## src/rtl/if_fetch_stage_pkg.sv

```systemverilog
// Shared constants, FSM encoding and IF/ID bundle
// for the instruction-fetch stage.
package if_fetch_stage_pkg;

    localparam int ADDR_WIDTH = 32;
    localparam int DATA_WIDTH = 32;

    localparam logic [ADDR_WIDTH-1:0] ZERO         = '0;
    localparam logic [ADDR_WIDTH-1:0] PC_STEP      = 32'd4;
    localparam logic [ADDR_WIDTH-1:0] DEF_RESET_PC = 32'h0000_0000;
    localparam logic [DATA_WIDTH-1:0] DEF_NOP_INST = 32'h0000_0013;

    typedef enum logic {
        FETCH_BOOT = 1'b0,
        FETCH_RUN  = 1'b1
    } fetch_state_e;

    typedef struct packed {
        logic [ADDR_WIDTH-1:0] pc;
        logic [DATA_WIDTH-1:0] inst;
        logic                  valid;
    } if_id_t;

    // Instructions are word aligned; low two address bits are dropped.
    function automatic logic [ADDR_WIDTH-1:0] align_word(
        input logic [ADDR_WIDTH-1:0] a
    );
        return {a[ADDR_WIDTH-1:2], 2'b00};
    endfunction

endpackage

```

## src/rtl/if_pc_gen.sv

```systemverilog
// Next-PC selection: trap > branch > stall > sequential,
// with word alignment of redirect targets and misalign detect.
module if_pc_gen
    import if_fetch_stage_pkg::*;
(
    input  logic [ADDR_WIDTH-1:0] pc_i,
    input  logic                  stall_i,
    input  logic                  branch_i,
    input  logic [ADDR_WIDTH-1:0] branch_target_i,
    input  logic                  trap_i,
    input  logic [ADDR_WIDTH-1:0] trap_target_i,
    output logic [ADDR_WIDTH-1:0] next_pc_o,
    output logic                  redirect_o,
    output logic                  misalign_o
);

    logic [ADDR_WIDTH-1:0] target;

    // Pick the redirect target, then the next PC.
    always_comb begin
        target     = ZERO;
        redirect_o = 1'b0;
        next_pc_o  = pc_i + PC_STEP;
        if (trap_i) begin
            target     = trap_target_i;
            redirect_o = 1'b1;
        end else if (branch_i) begin
            target     = branch_target_i;
            redirect_o = 1'b1;
        end
        if (redirect_o) begin
            next_pc_o = align_word(target);
        end else if (stall_i) begin
            next_pc_o = pc_i;
        end
        misalign_o = redirect_o && (target[1:0] != 2'b00);
    end

endmodule

```

## src/rtl/if_fetch_stage.sv

```systemverilog
// Instruction-fetch stage: PC register, boot FSM,
// IF/ID pipeline register and delivered-instruction counter.
module if_fetch_stage
    import if_fetch_stage_pkg::*;
#(
    parameter logic [31:0] RESET_PC  = DEF_RESET_PC,
    parameter logic [31:0] NOP_INST  = DEF_NOP_INST,
    parameter int          CNT_WIDTH = 32
) (
    input  logic                 clk_i,
    input  logic                 rst_i,
    input  logic                 stall_i,
    input  logic                 flush_i,
    input  logic                 branch_i,
    input  logic [31:0]          branch_target_i,
    input  logic                 trap_i,
    input  logic [31:0]          trap_target_i,
    output logic                 inst_ce_o,
    output logic [31:0]          pc_o,
    input  logic [31:0]          inst_i,
    output logic [31:0]          id_pc_o,
    output logic [31:0]          id_inst_o,
    output logic                 id_valid_o,
    output logic                 misalign_o,
    output logic [CNT_WIDTH-1:0] fetch_cnt_o
);

    localparam if_id_t BUBBLE = '{pc: ZERO, inst: NOP_INST, valid: 1'b0};
    localparam logic [CNT_WIDTH-1:0] CNT_ONE = {{(CNT_WIDTH-1){1'b0}}, 1'b1};

    fetch_state_e          state_q, state_d;
    logic [ADDR_WIDTH-1:0] pc_q, pc_d;
    if_id_t                ifid_q, ifid_d;
    logic [CNT_WIDTH-1:0]  cnt_q, cnt_d;
    logic                  mis_q, mis_d;

    logic [ADDR_WIDTH-1:0] next_pc;
    logic                  redirect;
    logic                  misalign;

    if_pc_gen u_pc_gen (
        .pc_i            (pc_q),
        .stall_i         (stall_i),
        .branch_i        (branch_i),
        .branch_target_i (branch_target_i),
        .trap_i          (trap_i),
        .trap_target_i   (trap_target_i),
        .next_pc_o       (next_pc),
        .redirect_o      (redirect),
        .misalign_o      (misalign)
    );

    // Next state: BOOT holds everything; RUN advances PC and IF/ID.
    always_comb begin
        state_d = state_q;
        pc_d    = pc_q;
        ifid_d  = ifid_q;
        cnt_d   = cnt_q;
        mis_d   = 1'b0;
        unique case (state_q)
            FETCH_BOOT: begin
                state_d = FETCH_RUN;
            end
            FETCH_RUN: begin
                pc_d  = next_pc;
                mis_d = misalign;
                if (redirect) begin
                    ifid_d = BUBBLE;
                end else if (stall_i) begin
                    ifid_d = ifid_q;
                end else if (flush_i) begin
                    ifid_d = BUBBLE;
                end else begin
                    ifid_d = '{pc: pc_q, inst: inst_i, valid: 1'b1};
                    cnt_d  = cnt_q + CNT_ONE;
                end
            end
        endcase
    end

    // State registers with synchronous reset.
    always_ff @(posedge clk_i) begin
        if (rst_i) begin
            state_q <= FETCH_BOOT;
            pc_q    <= RESET_PC;
            ifid_q  <= BUBBLE;
            cnt_q   <= '0;
            mis_q   <= 1'b0;
        end else begin
            state_q <= state_d;
            pc_q    <= pc_d;
            ifid_q  <= ifid_d;
            cnt_q   <= cnt_d;
            mis_q   <= mis_d;
        end
    end

    assign inst_ce_o   = (state_q == FETCH_RUN);
    assign pc_o        = pc_q;
    assign id_pc_o     = ifid_q.pc;
    assign id_inst_o   = ifid_q.inst;
    assign id_valid_o  = ifid_q.valid;
    assign misalign_o  = mis_q;
    assign fetch_cnt_o = cnt_q;

endmodule

```

## config.mk

```make
export PLATFORM = sky130hd
export DESIGN_NAME = if_fetch_stage
export DESIGN_NICKNAME = d
export VERILOG_FILES = /design/src/rtl/if_fetch_stage_pkg.sv /design/src/rtl/if_pc_gen.sv /design/src/rtl/if_fetch_stage.sv
export SDC_FILE = /design/constraint.sdc
export NUM_CORES = 1
export LEC_CHECK = 0
export BUFFER_PORTS_ARGS = -buffer_cell sky130_fd_sc_hd__buf_4
export CORE_MARGIN = 2
export CORE_UTILIZATION = 44
export CTS_CLUSTER_SIZE = 12
export DETAILED_ROUTE_END_ITERATION = 8
export PLACE_DENSITY = 0.76
export SLEW_MARGIN = 15
export SYNTH_ARGS = -nofsm -noshare
export SYNTH_HDL_FRONTEND = slang
export SYNTH_SLANG_ARGS = --single-unit
```

## constraint.sdc

```tcl
create_clock -name clk_i -period 2.2 [get_ports clk_i]
set_clock_uncertainty 0.15 [all_clocks]
set_input_delay 0.55 -clock clk_i [delete_from_list [all_inputs] [get_ports clk_i]]
set_output_delay 0.55 -clock clk_i [all_outputs]
set_load 0.1 [all_outputs]
```

==> impl_results.md, run 1 <==
- Clock tree buffer depth: 2
- Sequential fraction of the synthesis area: 0.430
- Final Core Density: 0.668
- Finished Cell Area: 8840 um2
- Die area: 14500 um2
- Die Wd: 120 um
- Critical path data arrival time: 2290 ps
- CTS tree: yes
- Int Pwr: 4.53 mW
- Power Total: 6.38 mW
- Via count of the first global-routing pass: 6126
- Seq cells post-synth: 128
- ANT nets after route: 0
- Initial Utilization: 0.450
- Period utilization: 0.955
- TritonCTS buffer count: 17
- DR vias/cell: 5.73
- Status: completed
- Row Count: 42
- Critical Path Start: pc_o[2]
- Post-Place Cell Area: 8240 um2
- Post-synthesis mux area share: 0.00504
- NetSw: 1.85 mW
- Compound-Gate Fraction of Synth Area: 0.210
- # DRC: 0
- Post-CTS setup buffers: 0
- Clock sinks: 128
- Critical path peak fanout: 8
- Synth Area in Simple Gates: 0.252
- RSZ-0062 raised after global routing: false
- H-tree depth: 4
- Die Y-Extent: 120 um
- Synth Area in Adders: 0.00420
- Final setup fails: 0
- Clock Power Share: 0.449
- Final nets: 1073
- Top-count cell post-synth: dfxtp_1
- Non-filler cells, final: 1158
- Worst hold path startpoint: trap_target_i[1]
- Hold_buf cts: 0
- Hold crit path type: in2reg
- Via count: 6638
- Multi-input logic area: 3120 um2
- Synth cell count leaders: dfxtp_1, nor2_1, nand2_1, a22oi_1, nand3_1
- Core footprint: 13200 um2
- Unique cell type count in the Yosys netlist: 61
- Clk_lat worst skew: 420 ps
- Number of port buffers: 230
- Post-synth ARST share: 0
- Setup Crit Path Kind: reg2reg
- Final hold violations: 0
- Sequential Area: 2670 um2
- Comb pwr share: 0.165
- Number of flops mapped to enable cells by yosys: 0
- Max-cap violations: 0
- P_leak: 3.68 nW
- Router iterations before antenna repair: 7
- Share of cells above drive strength 1: 0.386
- N_diodes: 0
- Largest net degree at the start of global routing: 61
- First-pass GRT wire length: 32100 um
- Worst-case vdd ir drop: 530 uV
- Final Critical Period: 2100 ps
- Cell Pwr Density: 722 nW/um2
- Grt ovf: 0
- Antenna violations before repair: 0
- Sequential power share: 0.386
- Worst slew pin tran: 658 ps
- Critical path launch point type: flop
- Cells after Synth: 731
- Share of the synthesized area in the top cell type: 0.430
- Hold WS: 210 ps
- Hold Crit Depth: 2
- Synth Flop Type: dfxtp_1
- Iteration-0 DRC Markers: 575
- Clock Tree Root: clkbuf_16
- Cts repair resizes: 0
- R2r startpoint: pc_o[2]
- Synthesized area: 5950 um2
- All-Layer GR Usage: 0.276
- R2r setup slk: 100 ps
- Ys Warns: 0
- Synth-to-layout area growth: 48.6%
- Final Max Tran Viols: 0
- R2r endpoint: pc_o[22]
- Synth Area per Inst: 8.14 um2
- Slew HR: 0.561
- Synthesized-area fraction occupied by xor and xnor cells: 0.0471
- F_max: 476 MHz
- Setup ws final: 98.2 ps
- Main combinational cell family by area after synthesis: simple AND/OR/NAND/NOR gates
- Req. time, crit path: 2380 ps
- Reg clk slew, reported paths: 60 ps
- Sw frac: 0.290
- CP endpoint kind: flop
- Placer congestion estimate: 0.920
- Routed wire length: 20100 um
- Post-synth top area cell: dfxtp_1
- Setup Total Neg Slack: 0 ps
- Setup WS pre-CTS: -173 ps
- Wirelength per Cell: 17.3 um
- Synth area leaders: dfxtp_1, nor2_1, a22oi_1, nand2_1, nand3_1
- Fill cells: 1175
- Ports: 233
- Cell count after placement: 1126
- R2R cell count: 5
- HPWL after detailed placement: 14100 um
- Hold path endpoint: misalign_o
## sequential cells by signal (all words and copies together), names as in the netlist
name / flops
misalign_o: 1
pc_o: 30
id_inst_o: 32
fetch_cnt_o: 32
id_pc_o: 31
inst_ce_o: 1
id_valid_o: 1
## cells in the final DEF (no fill, tap or decap), types with 4 or more instances in the layout
cell type  count
o21ai_0       24
dfxtp_4       17
nand2_1       75
xor2_1        26
a31oi_1        8
dfxtp_1       77
nor2_1        96
buf_12         6
clkbuf_16     18
and4_1         4
dfxtp_2       34
and3_1         8
inv_1         12
nand4_1       29
nand3_1       46
a221o_1        4
buf_4        275
a21oi_1       40
a22oi_1       47
a222oi_1       4
nor3_1         4
o22ai_1        8
or3_1          5
nor2b_1        7
a221oi_1       5
o211ai_1      10
clkinv_2       4
xnor2_1        6
o311ai_0       4
o32ai_1        4
nor4_1         5
## power by group through the flow
stage	sequential [mW]	clock [mW]	combinational, mW
floorplan	2.86	0	0.304
global placement	2.51	0	1.04
detailed placement	2.51	0	1.05
CTS	2.46	2.90	1.05
global route	2.47	2.98	1.11
finish	2.47	2.87	1.05
## how the worst max path moves through the flow
stage                      end  slack (ps)  cells past startpoint
3_3_place_gp   fetch_cnt_o[25]        -130                      6
4_1_cts               pc_o[22]         120                      5
6_report              pc_o[22]         100                      5
3_5_place_dp   fetch_cnt_o[25]        -170                      6
2_1_floorplan  fetch_cnt_o[27]         -10                      5
5_1_grt               pc_o[22]          40                      5
## layout make-up
| class | count | share of cell area |
|---|---|---|
| clock buffers | 23 | 0.0564 |
| clock inverters | 9 | 0.0117 |
| inverters | 12 | 0.00509 |
| multi-input cells | 529 | 0.353 |
| flip-flops and latches | 128 | 0.302 |
| well taps | 176 | 0.0249 |
| repair buffers | 281 | 0.247 |
## layer usage
metal	up-vias	part of all wire	GRT usage
met4	0	0.027	0.105
met3	55	0.090	0.0703
met1	3097	0.42	0.378
li1	3144	-	-
met5	-	0	0
met2	342	0.46	0.420
## critical path, stage by stage, from the launching register on
cell and delay (ps):
dfxtp_4 420, ha_4 170, nand4_1 130, or3_1 490, or4_1 490, a31oi_1 160
## logic make-up after synthesis
group	Yosys count
mux	3
simple gates	308
fa+ha+maj	2
flops	128
compound gates	182
other cells	1
xor+xnor	32
buf+inv	75
(Power assumes the default switching activity.)
==> run 2, diff against run 1 <==
CORE_UTILIZATION = 53   (was 44)
PLACE_DENSITY = 0.86   (was 0.76)
clock period = 2.6 ns   (was 2.2 ns; I/O delays follow)
==> run 2 against run 1 <==
Utilization up 11 points. Non-clock buffer count is 21 lower. Worst hold slack lost 6.6 ps. Register-to-register slack gained 190 ps. Die area decreased by 16%. Routed wire length up 0.67%. Largest cell class unchanged.
==> impl_results.md, run 2 (synthesized netlist as in run 1, its figures left out) <==
- Non-filler cells, final: 1101
- HPWL after detailed placement: 14100 um
- Final hold violations: 0
- Share of cells above drive strength 1: 0.333
- Clock sinks: 128
- Row Count: 38
- Die Wd: 110 um
- Clock Tree Root: clkbuf_8
- Fill cells: 797
- Cell count after placement: 1069
- Die area: 12100 um2
- Largest net degree at the start of global routing: 62
- Wirelength per Cell: 18.3 um
- Synth-to-layout area growth: 42.5%
- Setup Crit Path Kind: reg2reg
- Req. time, crit path: 2930 ps
- Via count: 6726
- Routed wire length: 20200 um
- Grt ovf: 0
- Via count of the first global-routing pass: 6299
- Final Core Density: 0.779
- RSZ-0062 raised after global routing: false
- TritonCTS buffer count: 17
- H-tree depth: 4
- # DRC: 0
- Max-cap violations: 0
- Hold crit path type: in2reg
- F_max: 433 MHz
- Final Max Tran Viols: 0
- Status: completed
- Worst slew pin tran: 632 ps
- Final setup fails: 0
- Period utilization: 0.887
- Critical path peak fanout: 10
- Placer congestion estimate: 0.919
- Sequential Area: 2580 um2
- Clk_lat worst skew: 530 ps
- Critical path data arrival time: 2630 ps
- CP endpoint kind: flop
- Setup WS pre-CTS: 47.1 ps
- All-Layer GR Usage: 0.328
- Critical Path Start: pc_o[13]
- Slew HR: 0.575
- Iteration-0 DRC Markers: 728
- Final nets: 1052
- R2r setup slk: 290 ps
- Cell Pwr Density: 632 nW/um2
- Hold_buf cts: 0
- N_diodes: 0
- Finished Cell Area: 8490 um2
- Antenna violations before repair: 0
- Initial Utilization: 0.547
- Hold WS: 204 ps
- R2r startpoint: pc_o[13]
- Power Total: 5.36 mW
- R2R cell count: 6
- Reg clk slew, reported paths: 60 ps
- Ports: 233
- Multi-input logic area: 3100 um2
- Setup Total Neg Slack: 0 ps
- Worst-case vdd ir drop: 586 uV
- CP endpoint: pc_o[27]
- Clock tree buffer depth: 2
- CTS tree: yes
- Cts repair resizes: 0
- Post-CTS setup buffers: 0
- R2r endpoint: pc_o[27]
- Most common cell after layout, fill and taps aside: buf_4
- Core footprint: 10900 um2
- Post-Place Cell Area: 7890 um2
- Router iterations before antenna repair: 8
- Die Y-Extent: 110 um
- ANT nets after route: 0
- DR vias/cell: 6.11
- Setup ws final: 293 ps
- Most frequent cells in the layout: buf_4, dfxtp_1, nor2_1, nand2_1, a22oi_1
- Critical path launch point type: flop
- First-pass GRT wire length: 31000 um
- Final Critical Period: 2310 ps
- P_leak: 3.52 nW
- Worst hold path startpoint: trap_target_i[1]
- Number of port buffers: 230
[run 2: cell types whose count changed in the layout (fill, tap and decap cells not counted), sizes merged]
cell and delta:
clkbuf -1, clkinv -1, buf -21, clkinvlp +2
inv -1, bufinv +1
[run 2: area by class of cell]
| type | instances | share of cell area |
|---|---|---|
| multi-input cells | 529 | 0.365 |
| well taps | 140 | 0.0206 |
| clock inverters | 10 | 0.0158 |
| inverters | 12 | 0.00531 |
| repair buffers | 260 | 0.234 |
| clock buffers | 22 | 0.0546 |
| flip-flops and latches | 128 | 0.304 |
[run 2: worst min path at each step]
stage	end	slack, ps	cells past startpoint
global placement	id_pc_o[7]	290	2
global route	id_inst_o[0]	210	3
finish	misalign_o	200	2
floorplan	pc_o[3]	560	2
CTS	misalign_o	190	2
detailed placement	id_inst_o[28]	300	2
[run 2: worst max-delay path, cell delays in order, from the launching register on]
cell     delay (ps)
dfxtp_2         430
nand4_1         220
nor4_1          460
buf_4           200
nand4_1         280
or3_1           440
nand3_1          90
[run 2: layer usage]
| metal | wire (um) | vias to the layer above | share of wire | track usage |
|---|---|---|---|---|
| li1 | - | 3100 | - | - |
| met1 | 7900 | 3131 | 0.39 | 0.409 |
| met2 | 9660 | 429 | 0.48 | 0.538 |
| met3 | 1990 | 66 | 0.099 | 0.0894 |
| met4 | 642 | 0 | 0.032 | 0.133 |
| met5 | 0 | - | 0 | 0 |
[run 2: where the power goes]
group          internal (mW)  switching (mW)  total (mW)  leakage [nW]
Combinational          0.269           0.593       0.862          2.19
Sequential              2.01          0.0818        2.09          1.04
Clock                   1.53           0.876        2.41         0.291
